### src/rtl/ldm_regfile_writer_if.sv
`default_nettype none
// ============================================================================
// Module   : ldm_regfile_writer_if
// Brief    : Command, memory-read and register-file write bundle of the
//            load-multiple sequencer.
// Revision : 1.0  initial release
// ============================================================================
interface ldm_regfile_writer_if #(
  parameter int WIDTH = 32
);
  logic             start;
  logic [15:0]      reg_list;
  logic [3:0]       rn;
  logic [WIDTH-1:0] base;
  logic             up;
  logic             pre;
  logic             wb;
  logic             busy;
  logic             done;
  logic             mem_req;
  logic [WIDTH-1:0] mem_addr;
  logic [WIDTH-1:0] mem_rdata;
  logic             mem_rvalid;
  logic             WE3;
  logic [3:0]       WA3;
  logic [WIDTH-1:0] WD3;
  logic             pc_we;
  logic [WIDTH-1:0] pc_wd;

  modport slave (
    input  start, reg_list, rn, base, up, pre, wb, mem_rdata, mem_rvalid,
    output busy, done, mem_req, mem_addr, WE3, WA3, WD3, pc_we, pc_wd
  );

  modport master (
    output start, reg_list, rn, base, up, pre, wb, mem_rdata, mem_rvalid,
    input  busy, done, mem_req, mem_addr, WE3, WA3, WD3, pc_we, pc_wd
  );
endinterface
`default_nettype wire

### src/rtl/ldm_regfile_writer.sv
`default_nettype none
// ============================================================================
// Module   : ldm_regfile_writer
// Brief    : Load-multiple sequencer: one word read per listed register,
//            register-file / PC writes, then optional base writeback.
// Revision : 1.0  initial release
// ============================================================================
module ldm_regfile_writer #(
  parameter int WIDTH = 32
) (
  input  wire logic              clk,
  input  wire logic              reset,
  ldm_regfile_writer_if.slave    bus
);

  localparam logic [1:0] S_IDLE = 2'd0;
  localparam logic [1:0] S_REQ  = 2'd1;
  localparam logic [1:0] S_WB   = 2'd2;
  localparam logic [1:0] S_DONE = 2'd3;

  localparam logic [WIDTH-1:0] c_word = WIDTH'(4);

  logic [1:0]       r_state;
  logic [15:0]      r_list;
  logic [3:0]       r_rn;
  logic [WIDTH-1:0] r_addr;
  logic [WIDTH-1:0] r_wbval;
  logic             r_wb_en;
  logic             r_we3;
  logic [3:0]       r_wa3;
  logic [WIDTH-1:0] r_wd3;
  logic             r_pc_we;
  logic [WIDTH-1:0] r_pc_wd;

  logic [4:0]       w_cnt;
  logic [3:0]       w_idx;
  logic [15:0]      w_list_next;
  logic [WIDTH-1:0] w_n4;
  logic [WIDTH-1:0] w_a0;
  logic [WIDTH-1:0] w_wbval;
  logic             w_wb_en;

  always_comb begin
    w_cnt = '0;
    for (int i = 0; i < 16; i++) begin
      w_cnt = w_cnt + {4'b0, bus.reg_list[i]};
    end
  end

  // Lowest-numbered remaining register is always the one being fetched.
  always_comb begin
    w_idx = '0;
    for (int i = 15; i >= 0; i--) begin
      if (r_list[i]) begin
        w_idx = 4'(i);
      end
    end
  end

  assign w_list_next = r_list & ~(16'd1 << w_idx);
  assign w_n4        = WIDTH'({w_cnt, 2'b00});
  assign w_wbval     = bus.up ? (bus.base + w_n4) : (bus.base - w_n4);
  assign w_wb_en     = bus.wb && (bus.rn != 4'hF) && !bus.reg_list[bus.rn];

  always_comb begin
    case ({bus.up, bus.pre})
      2'b10:   w_a0 = bus.base;
      2'b11:   w_a0 = bus.base + c_word;
      2'b00:   w_a0 = bus.base - w_n4 + c_word;
      default: w_a0 = bus.base - w_n4;
    endcase
  end

  always_ff @(posedge clk) begin
    if (reset) begin
      r_state <= S_IDLE;
      r_list  <= '0;
      r_rn    <= '0;
      r_addr  <= '0;
      r_wbval <= '0;
      r_wb_en <= 1'b0;
      r_we3   <= 1'b0;
      r_wa3   <= '0;
      r_wd3   <= '0;
      r_pc_we <= 1'b0;
      r_pc_wd <= '0;
    end else begin
      r_we3   <= 1'b0;
      r_pc_we <= 1'b0;
      case (r_state)
        S_IDLE: begin
          if (bus.start) begin
            r_list  <= bus.reg_list;
            r_rn    <= bus.rn;
            r_addr  <= w_a0;
            r_wbval <= w_wbval;
            r_wb_en <= w_wb_en;
            r_state <= (w_cnt == 5'd0) ? S_DONE : S_REQ;
          end
        end
        S_REQ: begin
          if (bus.mem_rvalid) begin
            if (w_idx == 4'hF) begin
              r_pc_we <= 1'b1;
              r_pc_wd <= bus.mem_rdata;
            end else begin
              r_we3 <= 1'b1;
              r_wa3 <= w_idx;
              r_wd3 <= bus.mem_rdata;
            end
            r_list <= w_list_next;
            r_addr <= r_addr + c_word;
            if (w_list_next == 16'd0) begin
              r_state <= r_wb_en ? S_WB : S_DONE;
            end
          end
        end
        // The last load's write pulse is out during this cycle; the
        // writeback pulse lands together with done in the next one.
        S_WB: begin
          r_we3   <= 1'b1;
          r_wa3   <= r_rn;
          r_wd3   <= r_wbval;
          r_state <= S_DONE;
        end
        S_DONE: begin
          r_state <= S_IDLE;
        end
        default: begin
          r_state <= S_IDLE;
        end
      endcase
    end
  end

  assign bus.busy     = (r_state != S_IDLE);
  assign bus.done     = (r_state == S_DONE);
  assign bus.mem_req  = (r_state == S_REQ);
  assign bus.mem_addr = r_addr;
  assign bus.WE3      = r_we3;
  assign bus.WA3      = r_wa3;
  assign bus.WD3      = r_wd3;
  assign bus.pc_we    = r_pc_we;
  assign bus.pc_wd    = r_pc_wd;

endmodule
`default_nettype wire

### src/flat_wrapper.sv
// flat-port wrapper written by rule: the top's interface ports become plain ports
module ldm_regfile_writer_flat 
#(
  parameter int WIDTH = 32
)
  (clk, reset, bus_start, bus_reg_list, bus_rn, bus_base, bus_up, bus_pre, bus_wb, bus_mem_rdata, bus_mem_rvalid, bus_busy, bus_done, bus_mem_req, bus_mem_addr, bus_WE3, bus_WA3, bus_WD3, bus_pc_we, bus_pc_wd);
  ldm_regfile_writer_if #(.WIDTH(WIDTH)) bus_i ();
  input  wire logic clk;
  input  wire logic reset;
  input wire logic [$bits(bus_i.start)-1:0] bus_start;
  input wire logic [$bits(bus_i.reg_list)-1:0] bus_reg_list;
  input wire logic [$bits(bus_i.rn)-1:0] bus_rn;
  input wire logic [$bits(bus_i.base)-1:0] bus_base;
  input wire logic [$bits(bus_i.up)-1:0] bus_up;
  input wire logic [$bits(bus_i.pre)-1:0] bus_pre;
  input wire logic [$bits(bus_i.wb)-1:0] bus_wb;
  input wire logic [$bits(bus_i.mem_rdata)-1:0] bus_mem_rdata;
  input wire logic [$bits(bus_i.mem_rvalid)-1:0] bus_mem_rvalid;
  output wire logic [$bits(bus_i.busy)-1:0] bus_busy;
  output wire logic [$bits(bus_i.done)-1:0] bus_done;
  output wire logic [$bits(bus_i.mem_req)-1:0] bus_mem_req;
  output wire logic [$bits(bus_i.mem_addr)-1:0] bus_mem_addr;
  output wire logic [$bits(bus_i.WE3)-1:0] bus_WE3;
  output wire logic [$bits(bus_i.WA3)-1:0] bus_WA3;
  output wire logic [$bits(bus_i.WD3)-1:0] bus_WD3;
  output wire logic [$bits(bus_i.pc_we)-1:0] bus_pc_we;
  output wire logic [$bits(bus_i.pc_wd)-1:0] bus_pc_wd;
  assign bus_i.start = bus_start;
  assign bus_i.reg_list = bus_reg_list;
  assign bus_i.rn = bus_rn;
  assign bus_i.base = bus_base;
  assign bus_i.up = bus_up;
  assign bus_i.pre = bus_pre;
  assign bus_i.wb = bus_wb;
  assign bus_i.mem_rdata = bus_mem_rdata;
  assign bus_i.mem_rvalid = bus_mem_rvalid;
  assign bus_busy = bus_i.busy;
  assign bus_done = bus_i.done;
  assign bus_mem_req = bus_i.mem_req;
  assign bus_mem_addr = bus_i.mem_addr;
  assign bus_WE3 = bus_i.WE3;
  assign bus_WA3 = bus_i.WA3;
  assign bus_WD3 = bus_i.WD3;
  assign bus_pc_we = bus_i.pc_we;
  assign bus_pc_wd = bus_i.pc_wd;
  ldm_regfile_writer #(.WIDTH(WIDTH)) u_core (.clk(clk), .reset(reset), .bus(bus_i));
endmodule
### config.mk
export PLATFORM = sky130hd
export DESIGN_NAME = ldm_regfile_writer_flat
export DESIGN_NICKNAME = d
export VERILOG_FILES = /design/src/rtl/ldm_regfile_writer_if.sv /design/src/rtl/ldm_regfile_writer.sv /design/src/flat_wrapper.sv
export SDC_FILE = /design/constraint.sdc
export NUM_CORES = 1
export LEC_CHECK = 0
export BUFFER_PORTS_ARGS = -buffer_cell sky130_fd_sc_hd__buf_4
export CAP_MARGIN = 0
export CORE_MARGIN = 2
export CORE_UTILIZATION = 62
export CTS_CLUSTER_DIAMETER = 80
export DETAILED_ROUTE_END_ITERATION = 16
export PLACE_DENSITY_LB_ADDON = 0.15
export RECOVER_POWER = 25
export SETUP_SLACK_MARGIN = 0.3
export SYNTH_ARGS = -nofsm -noshare
export SYNTH_HDL_FRONTEND = slang
export SYNTH_SLANG_ARGS = --single-unit
export TNS_END_PERCENT = 5
### constraint.sdc
create_clock -name clk -period 18.95 [get_ports clk]
set_clock_uncertainty 0.1 [all_clocks]
set_input_delay 1.895 -clock clk [delete_from_list [all_inputs] [get_ports clk]]
set_output_delay 1.895 -clock clk [all_outputs]
set_load 0.01 [all_outputs]
==> metrics.md, run 1 <==
| Metric | Value |
|---|---|
| Max-cap violation count | 2 |
| Synth Register Bits | 157 |
| Share of cells above drive strength 1 | 12.9% |
| Main combinational cell family by area after synthesis | simple AND/OR/NAND/NOR gates |
| First-pass DRT Iterations | 6 |
| Pwr dens | 138 nW/um^2 |
| Sw Pwr | 0.000863 W |
| Largest net degree at the start of global routing | 93 |
| Slew HR | -114% |
| Xor/xnor share of the synthesized area | 6.92% |
| Syn Nets | 1,710 |
| Fin crit share | 50.0% |
| Place WS | 9.33 ns |
| VDD IR-drop max | 0.0956 mV |
| DRT iter0 DRCs | 1,805 |
| Buffers on Ports | 195 |
| Failing checks | capacitance limit, slew limit |
| Area grow syn2layout | 16.4% |
| Hpwl dp | 29,700 um |
| Worst hold slack | 0.353 ns |
| Area leader, netlist | dfxtp_1 |
| Die Ht | 139 um |
| Post-route DRC | 0 |
| Detailed-route wire length | 42,400 um |
| Period minus WS final | 9.47 ns |
| CTS clk-pin slew, worst paths | 0.08 ns |
| CTS root buf | clkbuf_16 |
| CTS tree | built |
| TritonCTS buffer count | 17 |
| Die Width | 139 um |
| Vias in the first global route | 12,100 |
| Count leader, synth | nand2_1 |
| Synth unique cells | 70 |
| Hold Vio Cnt, Final | 0 |
| Diodes inserted | 0 |
| CTS sink cnt | 157 |
| CP cell instances | buf_4 -> ha_1 -> inv_1 -> fa_1 -> fa_1 -> fa_1 -> fa_1 -> fa_1 -> fa_1 -> xor2_1 -> inv_1 -> ha_1 -> nor2b_1 -> a2111oi_2 -> o21ai_0 -> a22oi_1 -> o2111ai_1 -> nor3_2 -> a2111oi_0 -> a31oi_1 -> xnor2_1 -> a311o_1 |
| Top cells by count, synth | 258 x nand2_1, 181 x a21oi_1, 158 x nor2_1, 157 x dfxtp_1, 105 x clkbuf_1 |
| PnR worst setup slack | 9.48 ns |
| Sequential Power Share | 27.2% |
| Slew @ Worst Pin | 3.21 ns |
| Placer Congestion | 1.02 |
| Comb pwr share | 53.2% |
| RSZ-0062 raised after global routing | no |
| Slowest cell delay on critical path | 0.88 ns |
| Int Power | 0.000943 W |
| # rows | 49 |
| Setup_tns | 0 ns |
| Adder-Cell Fraction of Synth Area | 4.91% |
| Complex-gate fraction of the synthesized area | 23.9% |
| Leading post-synthesis cells by cell area | dfxtp_1 28%, nand2_1 8.6%, a21oi_1 8.0%, nor2_1 5.3%, xnor2_1 4.4% |
| Crit end category | flip-flop |
| Most frequent CP cell | fa_1 |
| Clock latency on the worst-skew pair | 0.44 ns |
| Clock share of power | 19.6% |
| Yosys warnings | 0 |
| Synthesized area | 11,300 sq um |
| Vias per Instance | 6.74 |
| Clock Tree Buf Depth | 2 |
| Worst Path Arrival | 9.70 ns |
| Hold crit path type | flip-flop to flip-flop |
| Routed len/inst | 21.9 um |
| CP Class | primary input to flip-flop |
| Max Clk Rate | 0.106 GHz |
| Global-route wire length before repair | 65,600 um |
| Critical path startpoint category | primary input |
| GR Util All Layers | 42.4% |
| Final Core Density | 73.2% |
| CORE AREA | 17,900 sq um |
| Total Power | 0.00181 W |
| Setup Fix Bufs, Post-CTS | 0 |
| Leading register cell type out of synthesis | dfxtp_1 |
| Area fraction of the dominant cell type after synthesis | 27.9% |
| Average footprint of a synthesized cell | 7.12 sq um |
| CP max-delay cell | a2111oi_2 |
| Required time of the critical path | 19.18 ns |
| Antenna viol nets, final | 0 |
| Switching Share | 47.8% |
| Layout fillers | 1,442 |
| Setup Viol. Count Final | 0 |
| Asr flop ratio synth | 0% |
| Full die area | 19,300 sq um |
| Starting Density | 62.9% |
| Io pins | 196 |
| H-tree levels | 4 |
| Pleak | 4.86 nW |
| Simple-gate portion of the synthesized area | 26.6% |
| Via total after detailed routing | 13,000 |
| Sequential area share after synthesis | 27.9% |
| Cts repair resizes | 0 |
| Maximum fanout along the worst path | 11 |
| GR Overflow Total | 0 |
| Slew Viols, Final | 106 |
| Cells after synthesis | 1,582 |
| CTS Hold Bufs | 0 |
| Status | complete, but fails checks |
| Initial antenna violation count | 0 |
| Final nets | 1,821 |
| Post-synthesis mux area share | 3.95% |
| Number of synthesized flops with an enable pin | 0 |
## cells by family after synthesis
kind of cell,count (synthesis)
xor+xnor,89
fa+ha+maj,37
compound gates,432
flops,157
simple gates,652
buf+inv,173
mux,42
## worst max-delay path, delay by kind of cell
family / cells / cell delay, ns
buf+inv: 3 / 0.28
xor+xnor: 2 / 0.38
fa+ha+maj: 8 / 3.39
simple gates: 2 / 0.93
compound gates: 7 / 2.82
## cell type report
class / count / area, sq um / area share (%)
multi-input cells: 1252 / 7490 / 57.1
flip-flops and latches: 157 / 3140 / 24.0
clock buffers: 18 / 439 / 3.35
inverters: 56 / 210 / 1.60
well taps: 229 / 287 / 2.19
clock inverters: 14 / 168 / 1.28
repair buffers: 209 / 1370 / 10.5
## placed cells by master, fill, tap and decap left out, types with 40 or more instances in the layout
master / count
nand2_1: 258
dfxtp_1: 157
o21ai_0: 71
xnor2_1: 56
nand3_1: 41
inv_1: 52
nor3_1: 59
mux2i_1: 40
a211oi_1: 59
buf_4: 156
a21oi_1: 180
nor2_1: 156
clkbuf_1: 52
## stage by stage
stage / cells / instance area, sq um
6_report: 1935 / 13100
5_1_grt: 1935 / 13100
4_1_cts: 1935 / 13300
3_5_place_dp: 1903 / 12700
3_3_place_gp: 1903 / 12700
2_1_floorplan: 1582 / 11300
## flip-flops by register name, summed over array words and instances (netlist names)
signal and count:
u_core.bus.WD3 32, u_core.bus.mem_addr 32, u_core.bus.pc_wd 32, u_core.r_wbval 32, u_core.r_list 16, u_core.bus.WA3 4
u_core.r_rn 4, u_core.r_state 2, u_core.bus.WE3 1, u_core.bus.pc_we 1, u_core.r_wb_en 1
## power by group through the flow
stage | Sequential [W] | Clock [W] | Combinational (W)
after floorplan | 0.000499 | 0 | 0.000609
after global placement | 0.000489 | 0 | 0.000913
after detailed placement | 0.000493 | 0 | 0.000935
after CTS | 0.000487 | 0.000352 | 0.000952
after global routing | 0.000499 | 0.000366 | 0.00104
final | 0.000491 | 0.000354 | 0.000960
## path summary, 6_finish.rpt
path                             start                 endpoint  slack, ns  cells after the start
setup reg to reg     u_core.r_state[0]  u_core.bus.mem_addr[12]      15.13                      8
hold reg to reg   u_core.bus.pc_wd[13]     u_core.bus.pc_wd[13]       0.35                      2
hold / removal    u_core.bus.pc_wd[13]     u_core.bus.pc_wd[13]       0.35                      2
setup / recovery       bus_reg_list[0]  u_core.bus.mem_addr[24]       9.48                     22
## metal layers
metal	share of wire [%]	track usage, %	vias up
met2	45	67.4	930
met3	11	6.77	223
met5	0	0	-
met4	6.7	25.2	0
met1	37	54.5	6050
li1	-	-	5837
Note: power is estimated with default switching activity, not from simulation.
==> run 2, diff against run 1 <==
--- a/config.mk
+++ b/config.mk
@@ -8,7 +8,7 @@
 export BUFFER_PORTS_ARGS = -buffer_cell sky130_fd_sc_hd__buf_4
 export CAP_MARGIN = 0
 export CORE_MARGIN = 2
-export CORE_UTILIZATION = 62
+export CORE_UTILIZATION = 58
 export CTS_CLUSTER_DIAMETER = 80
 export DETAILED_ROUTE_END_ITERATION = 16
 export PLACE_DENSITY_LB_ADDON = 0.15
==> constraint.sdc (replaced) <==
create_clock -name clk -period 9.6 [get_ports clk]
set_clock_uncertainty 0.1 [all_clocks]
set_input_delay 0.96 -clock clk [delete_from_list [all_inputs] [get_ports clk]]
set_output_delay 0.96 -clock clk [all_outputs]
set_load 0.01 [all_outputs]
==> run 2 against run 1 <==
Compared with the run above: the run still ends with capacitance limit, slew limit left; first-iteration DRC count decreased by 20%; critical path depth increased by 1; cell count increased by 1.8%; die area increased by 6.7%; largest cell class unchanged; largest power group unchanged.
==> metrics.md, run 2 (synthesized netlist as in run 1, its figures left out) <==
| Metric | Value |
|---|---|
| Layout fillers | 1,715 (was 1,442) |
| Area grow syn2layout | 16.8% (was 16.4%) |
| GR Util met1 | 50.5% (was 54.5%) |
| GR Util All Layers | 38.5% (was 42.4%) |
| Routed len/inst | 20.3 um (was 21.9 um) |
| Max Clk Rate | 0.121 GHz |
| # rows | 50 (was 49) |
| CTS sink cnt | 157 (unchanged) |
| Hold Vio Cnt, Final | 0 (unchanged) |
| CTS clk-pin slew, worst paths | 0.08 ns (about the same) |
| CP max-delay cell | a211oi_1 (was a2111oi_2) |
| Buffers on Ports | 195 (unchanged) |
| Share of cells above drive strength 1 | 12.6% (was 12.9%) |
| CTS Hold Bufs | 0 (unchanged) |
| Global-route wire length before repair | 61,900 um (was 65,600 um) |
| Hpwl dp | 29,200 um (was 29,700 um) |
| Vias in the first global route | 11,300 (was 12,100) |
| Most frequent cells in the layout | 258 x nand2_1, 180 x a21oi_1, 157 x dfxtp_1, 156 x nor2_1, 151 x buf_4 (was 258 x nand2_1, 180 x a21oi_1, 157 x dfxtp_1, 156 x nor2_1, 156 x buf_4) |
| Post-route DRC | 0 (unchanged) |
| Failing checks | capacitance limit, slew limit (unchanged) |
| Slew HR | -21.3% (was -114%) |
| TritonCTS buffer count | 17 (unchanged) |
| Cts repair resizes | 0 (unchanged) |
| GRT met3 Usage | 6.10% (was 6.77%) |
| Vias per Instance | 6.35 (was 6.74) |
| Slew Viols, Final | 37 (was 106) |
| Detailed-route wire length | 40,100 um (was 42,400 um) |
| CTS tree | built (unchanged) |
| Full die area | 20,600 sq um (was 19,300 sq um) |
| Setup_tns | 0 ns (unchanged) |
| Required time of the critical path | 9.83 ns (was 19.18 ns) |
| Die Width | 143 um (was 139 um) |
| Starting Density | 59.6% (was 62.9%) |
| Crit end category | flip-flop (unchanged) |
| Placed cell count | 1,937 (was 1,903) |
| Pwr dens | 267 nW/um^2 (was 138 nW/um^2) |
| Critical path startpoint category | primary input (unchanged) |
| Place WS | 1.02 ns (was 9.33 ns) |
| Setup Fix Bufs, Post-CTS | 0 (unchanged) |
| CP cell instances | buf_4 -> ha_1 -> inv_1 -> fa_1 -> fa_1 -> fa_1 -> fa_1 -> fa_1 -> fa_1 -> xor2_1 -> inv_1 -> ha_1 -> or2_2 -> a211oi_1 -> buf_4 -> o21ai_0 -> a211oi_1 -> o2111ai_1 -> nor3_2 -> a2111oi_0 -> a31oi_1 -> xnor2_1 -> a311o_1 (was buf_4 -> ha_1 -> inv_1 -> fa_1 -> fa_1 -> fa_1 -> fa_1 -> fa_1 -> fa_1 -> xor2_1 -> inv_1 -> ha_1 -> nor2b_1 -> a2111oi_2 -> o21ai_0 -> a22oi_1 -> o2111ai_1 -> nor3_2 -> a2111oi_0 -> a31oi_1 -> xnor2_1 -> a311o_1) |
| Largest net degree at the start of global routing | 93 (unchanged) |
| Clock Tree Buf Depth | 2 (unchanged) |
| Pleak | 4.86 nW (about the same) |
| Hold crit path type | flip-flop to flip-flop (unchanged) |
| GR Util met2 | 60.8% (was 67.4%) |
| Placer Congestion | 1.09 (was 1.02) |
| RSZ-0062 raised after global routing | no (unchanged) |
| Via total after detailed routing | 12,500 (was 13,000) |
| Die Ht | 143 um (was 139 um) |
| Slew @ Worst Pin | 1.82 ns (was 3.21 ns) |
| Initial antenna violation count | 0 (unchanged) |
| VDD IR-drop max | 0.146 mV (was 0.0956 mV) |
| Setup Viol. Count Final | 0 (unchanged) |
| Io pins | 196 (unchanged) |
| CTS root buf | clkbuf_16 (unchanged) |
| Max-cap violation count | 1 (was 2) |
| Most Used Layer, Global Route | met2 (unchanged) |
| Period minus WS final | 8.29 ns |
| Antenna viol nets, final | 0 (unchanged) |
| Clock latency on the worst-skew pair | 0.45 ns (was 0.44 ns) |
| Non-Filler Instances | 1,969 (was 1,935) |
| Commonest non-fill, non-tap cell in the layout | nand2_1 (unchanged) |
| CORE AREA | 18,900 sq um (was 17,900 sq um) |
| Final nets | 1,824 (was 1,821) |
| Most frequent CP cell | fa_1 (unchanged) |
| Status | complete, but fails checks (unchanged) |
| First-pass DRT Iterations | 7 (was 6) |
| Worst hold slack | 0.350 ns (was 0.353 ns) |
| Slowest cell delay on critical path | 0.79 ns (was 0.88 ns) |
| GR Overflow Total | 0 (unchanged) |
| H-tree levels | 4 (unchanged) |
| Fin crit share | 86.3% |
| Diodes inserted | 0 (unchanged) |
| CP Class | primary input to flip-flop (unchanged) |
| PnR worst setup slack | 1.31 ns (was 9.48 ns) |
| Maximum fanout along the worst path | 8 (was 11) |
| DRT iter0 DRCs | 1,447 (was 1,805) |
| Worst Path Arrival | 8.52 ns (was 9.70 ns) |
[run 2: changes by cell type in the layout (fill, tap and decap cells not counted), sizes merged]
cell      previous run  this run
inv                 58        60
clkinv              10        11
clkbuf              71        78
clkinvlp             2         0
buf                156       151
[run 2: per-stage QoR]
stage / cell area (sq um) / total power, W / utilization (%)
6_report: 13200 / 0.00351 / 69.7
5_1_grt: 13200 / 0.00373 / 69.7
4_1_cts: 13400 / 0.00352 / 70.9
3_5_place_dp: 12800 / 0.00280 / 67.6
3_3_place_gp: 12800 / 0.00276 / 67.6
2_1_floorplan: 11300 / 0.00219 / -
[run 2: metal layers]
metal	part of all wire (%)	up-vias	routed length, um
li1	-	5851	-
met1	40	5756	16100
met2	45	738	18100
met3	9.4	163	3780
met4	5.3	0	2110
met5	0	-	0
[run 2: path summary, 6_finish.rpt]
kind / from / to / slack (ns) / depth (start not counted)
worst max-delay path: bus_reg_list[0] / u_core.bus.mem_addr[24] / 1.31 / 23
worst min-delay path: u_core.bus.pc_wd[5] / u_core.bus.pc_wd[5] / 0.35 / 2
worst max register to register: u_core.r_state[0] / u_core.bus.mem_addr[24] / 6.02 / 10
worst min register to register: u_core.bus.pc_wd[5] / u_core.bus.pc_wd[5] / 0.35 / 2
[run 2: worst max-delay path, delay by kind of cell]
family / cells / cell delay, ns
buf+inv: 4 / 0.54
simple gates: 2 / 0.96
xor+xnor: 2 / 0.36
compound gates: 7 / 2.30
fa+ha+maj: 8 / 3.39
[run 2: area by class of cell]
| type | instances | area, sq um | area share [%] |
|---|---|---|---|
| Clock buffer | 17 | 425 | 3.23 |
| Timing Repair Buffer | 212 | 1360 | 10.3 |
| Multi-Input combinational cell | 1252 | 7500 | 56.9 |
| Tap cell | 260 | 325 | 2.47 |
| Inverter | 56 | 210 | 1.60 |
| Sequential cell | 157 | 3140 | 23.9 |
| Clock inverter | 15 | 201 | 1.53 |
[run 2: power by group]
part           switching, W  internal (W)  total [W]
Sequential         0.000148      0.000812   0.000960
Combinational       0.00116      0.000683    0.00184
Clock              0.000352      0.000360   0.000712
Total               0.00166       0.00186    0.00351
==> run 3, diff against run 2 <==
--- a/config.mk
+++ b/config.mk
@@ -6,13 +6,13 @@
 export NUM_CORES = 1
 export LEC_CHECK = 0
 export BUFFER_PORTS_ARGS = -buffer_cell sky130_fd_sc_hd__buf_4
-export CAP_MARGIN = 0
 export CORE_MARGIN = 2
 export CORE_UTILIZATION = 58
 export CTS_CLUSTER_DIAMETER = 80
 export DETAILED_ROUTE_END_ITERATION = 16
 export PLACE_DENSITY_LB_ADDON = 0.15
 export RECOVER_POWER = 25
+export REMOVE_ABC_BUFFERS = 1
 export SETUP_SLACK_MARGIN = 0.3
 export SYNTH_ARGS = -nofsm -noshare
 export SYNTH_HDL_FRONTEND = slang
==> run 3 against run 2 <==
Compared with the run above: the run still ends with capacitance limit, slew limit left; register-to-register slack barely moved; sequential share of layout area barely moved; first-iteration DRC count fell by 24%; utilization fell by 0.093 points; setup slack got worse by 0.079 ns; non-clock buffer count rose by 2; cell count rose by 0.10%; clock-buffer cell count did not move.
==> metrics.md, run 3 (synthesized netlist as in run 1, its figures left out) <==
| Metric | Value |
|---|---|
| Global-route wire length before repair | 62,700 um (was 61,900 um) |
| Post-route DRC | 0 (unchanged) |
| Clock Tree Buf Depth | 2 (unchanged) |
| Vias in the first global route | 12,000 (was 11,300) |
| CTS root buf | clkbuf_16 (unchanged) |
| Place WS | 0.890 ns (was 1.02 ns) |
| Full die area | 20,600 sq um (unchanged) |
| Bufs and invs on worst path | 4 (unchanged) |
| GR Util All Layers | 38.5% (about the same) |
| Cell family with most CP delay | adder cells (unchanged) |
| DRT iter0 DRCs | 1,098 (was 1,447) |
| Required time of the critical path | 9.83 ns (about the same) |
| Antenna viol nets, final | 0 (unchanged) |
| CP max-delay cell | a211oi_1 (unchanged) |
| CP cell instances | buf_4 -> ha_1 -> inv_1 -> fa_1 -> fa_1 -> fa_1 -> fa_1 -> fa_1 -> fa_1 -> xor2_1 -> inv_1 -> ha_1 -> or2_2 -> a211oi_1 -> or3_1 -> a211oi_1 -> o2111ai_1 -> nor3_2 -> buf_4 -> a2111oi_0 -> a31oi_1 -> xnor2_1 -> a311o_1 (was buf_4 -> ha_1 -> inv_1 -> fa_1 -> fa_1 -> fa_1 -> fa_1 -> fa_1 -> fa_1 -> xor2_1 -> inv_1 -> ha_1 -> or2_2 -> a211oi_1 -> buf_4 -> o21ai_0 -> a211oi_1 -> o2111ai_1 -> nor3_2 -> a2111oi_0 -> a31oi_1 -> xnor2_1 -> a311o_1) |
| Starting Density | 59.6% (unchanged) |
| CTS sink cnt | 157 (unchanged) |
| Slew @ Worst Pin | 2.19 ns (was 1.82 ns) |
| Die Ht | 143 um (unchanged) |
| Placer Congestion | 1.04 (was 1.09) |
| Slowest cell delay on critical path | 0.86 ns (was 0.79 ns) |
| Most frequent CP cell | fa_1 (unchanged) |
| Share of cells above drive strength 1 | 12.8% (was 12.6%) |
| Final nets | 1,826 (was 1,824) |
| Design area | 13,100 sq um (was 13,200 sq um) |
| Die Width | 143 um (unchanged) |
| Hold Vio Cnt, Final | 0 (unchanged) |
| Final Core Density | 69.6% (was 69.7%) |
| Slew Viols, Final | 90 (was 37) |
| Pleak | 4.86 nW (about the same) |
| # rows | 50 (unchanged) |
| CTS tree | built (unchanged) |
| Sequential Power Share | 27.1% (was 27.3%) |
| Buffers on Ports | 195 (unchanged) |
| Cts repair resizes | 0 (unchanged) |
| Max-cap violation count | 2 (was 1) |
| PnR worst setup slack | 1.24 ns (was 1.31 ns) |
| Setup_tns | 0 ns (unchanged) |
| VDD IR-drop max | 0.156 mV (was 0.146 mV) |
| DP Area | 12,800 sq um (about the same) |
| CTS clk-pin slew, worst paths | 0.08 ns (about the same) |
| Setup Fix Bufs, Post-CTS | 0 (unchanged) |
| Switching Share | 47.4% (was 47.2%) |
| Slew HR | -46.2% (was -21.3%) |
| Status | complete, but fails checks (unchanged) |
| Fin crit share | 87.1% (was 86.3%) |
| RSZ-0062 raised after global routing | no (unchanged) |
| Max Clk Rate | 0.120 GHz (was 0.121 GHz) |
| CTS Hold Bufs | 0 (unchanged) |
| Period minus WS final | 8.36 ns (was 8.29 ns) |
| Routed len/inst | 20.3 um (about the same) |
| Failing checks | capacitance limit, slew limit (unchanged) |
| GR Overflow Total | 0 (unchanged) |
| TritonCTS buffer count | 17 (unchanged) |
| Sw Pwr | 0.00167 W (was 0.00166 W) |
| CP Class | primary input to flip-flop (unchanged) |
| Diodes inserted | 0 (unchanged) |
| Io pins | 196 (unchanged) |
| CORE AREA | 18,900 sq um (unchanged) |
| Int Power | 0.00185 W (was 0.00186 W) |
| Largest net degree at the start of global routing | 74 (was 93) |
| Crit end category | flip-flop (unchanged) |
| Pwr dens | 268 nW/um^2 (was 267 nW/um^2) |
| Clock share of power | 19.5% (was 20.3%) |
| Area grow syn2layout | 16.7% (was 16.8%) |
| Hold crit path type | flip-flop to flip-flop (unchanged) |
| Hpwl dp | 29,500 um (was 29,200 um) |
| Most frequent cells in the layout | 258 x nand2_1, 180 x a21oi_1, 157 x dfxtp_1, 156 x nor2_1, 154 x buf_4 (was 258 x nand2_1, 180 x a21oi_1, 157 x dfxtp_1, 156 x nor2_1, 151 x buf_4) |
| Comb pwr share | 53.4% (was 52.4%) |
| Clock latency on the worst-skew pair | 0.44 ns (was 0.45 ns) |
| Maximum fanout along the worst path | 11 (was 8) |
| Initial antenna violation count | 0 (unchanged) |
| Detailed-route wire length | 40,100 um (about the same) |
| Critical path startpoint category | primary input (unchanged) |
| Commonest non-fill, non-tap cell in the layout | nand2_1 (unchanged) |
| Worst Path Arrival | 8.59 ns (was 8.52 ns) |
| H-tree levels | 4 (unchanged) |
| Via total after detailed routing | 12,600 (was 12,500) |
| Vias per Instance | 6.40 (was 6.35) |
| First-pass DRT Iterations | 12 (was 7) |
| Setup Viol. Count Final | 0 (unchanged) |
-- run 3: changes by cell type in the layout (fill, tap and decap cells not counted), moves of 2 or more --
cell      before  now
buf_4        151  154
clkinv_8       6    3
inv_12         2    0
inv_6          2    4
-- run 3: per-layer routing --
layer	GRT usage, %	routed length [um]
met5	0	0
met4	19.9	2090
met3	5.20	3100
met2	66.0	19400
met1	47.3	15500
-- run 3: power groups by stage --
stage	Sequential [W]	Combinational (W)	Clock, W
global route	0.000974	0.00206	0.000716
detailed placement	0.000965	0.00187	0
CTS	0.000952	0.00189	0.000688
finish	0.000955	0.00188	0.000686
floorplan	0.000987	0.00116	0
global placement	0.000961	0.00182	0
-- run 3: area by class of cell --
cell class                 instances  area (sq um)
clock buffer                      17           425
clock inverter                    15           163
fill                            1675          5750
inverter                          56           210
multi-input combinational       1252          7500
sequential                       157          3140
tap                              260           325
timing repair buffer             214          1380
-- run 3: path summary, 6_finish.rpt --
kind / cells after the start / to / slack [ns] / start
worst min register to register: 2 / u_core.bus.pc_wd[10] / 0.35 / u_core.bus.pc_wd[10]
worst min-delay path: 2 / u_core.bus.pc_wd[10] / 0.35 / u_core.bus.pc_wd[10]
worst max register to register: 9 / u_core.r_state[0] / 6.03 / u_core.r_list[0]
worst max-delay path: 23 / u_core.bus.mem_addr[24] / 1.24 / bus_reg_list[0]
-- run 3: worst min-delay path: stages, from the launching register on --
cell and delay (ns):
dfxtp_1 0.31, nand2_1 0.05, a21oi_1 0.05
-- run 3: per-stage QoR --
stage / hold WS (ns) / power, W / instances
floorplan: 0.325 / 0.00215 / 1465
global placement: 0.338 / 0.00278 / 1939
detailed placement: 0.343 / 0.00284 / 1939
CTS: 0.352 / 0.00353 / 1971
global route: 0.369 / 0.00375 / 1971
finish: 0.352 / 0.00352 / 1971
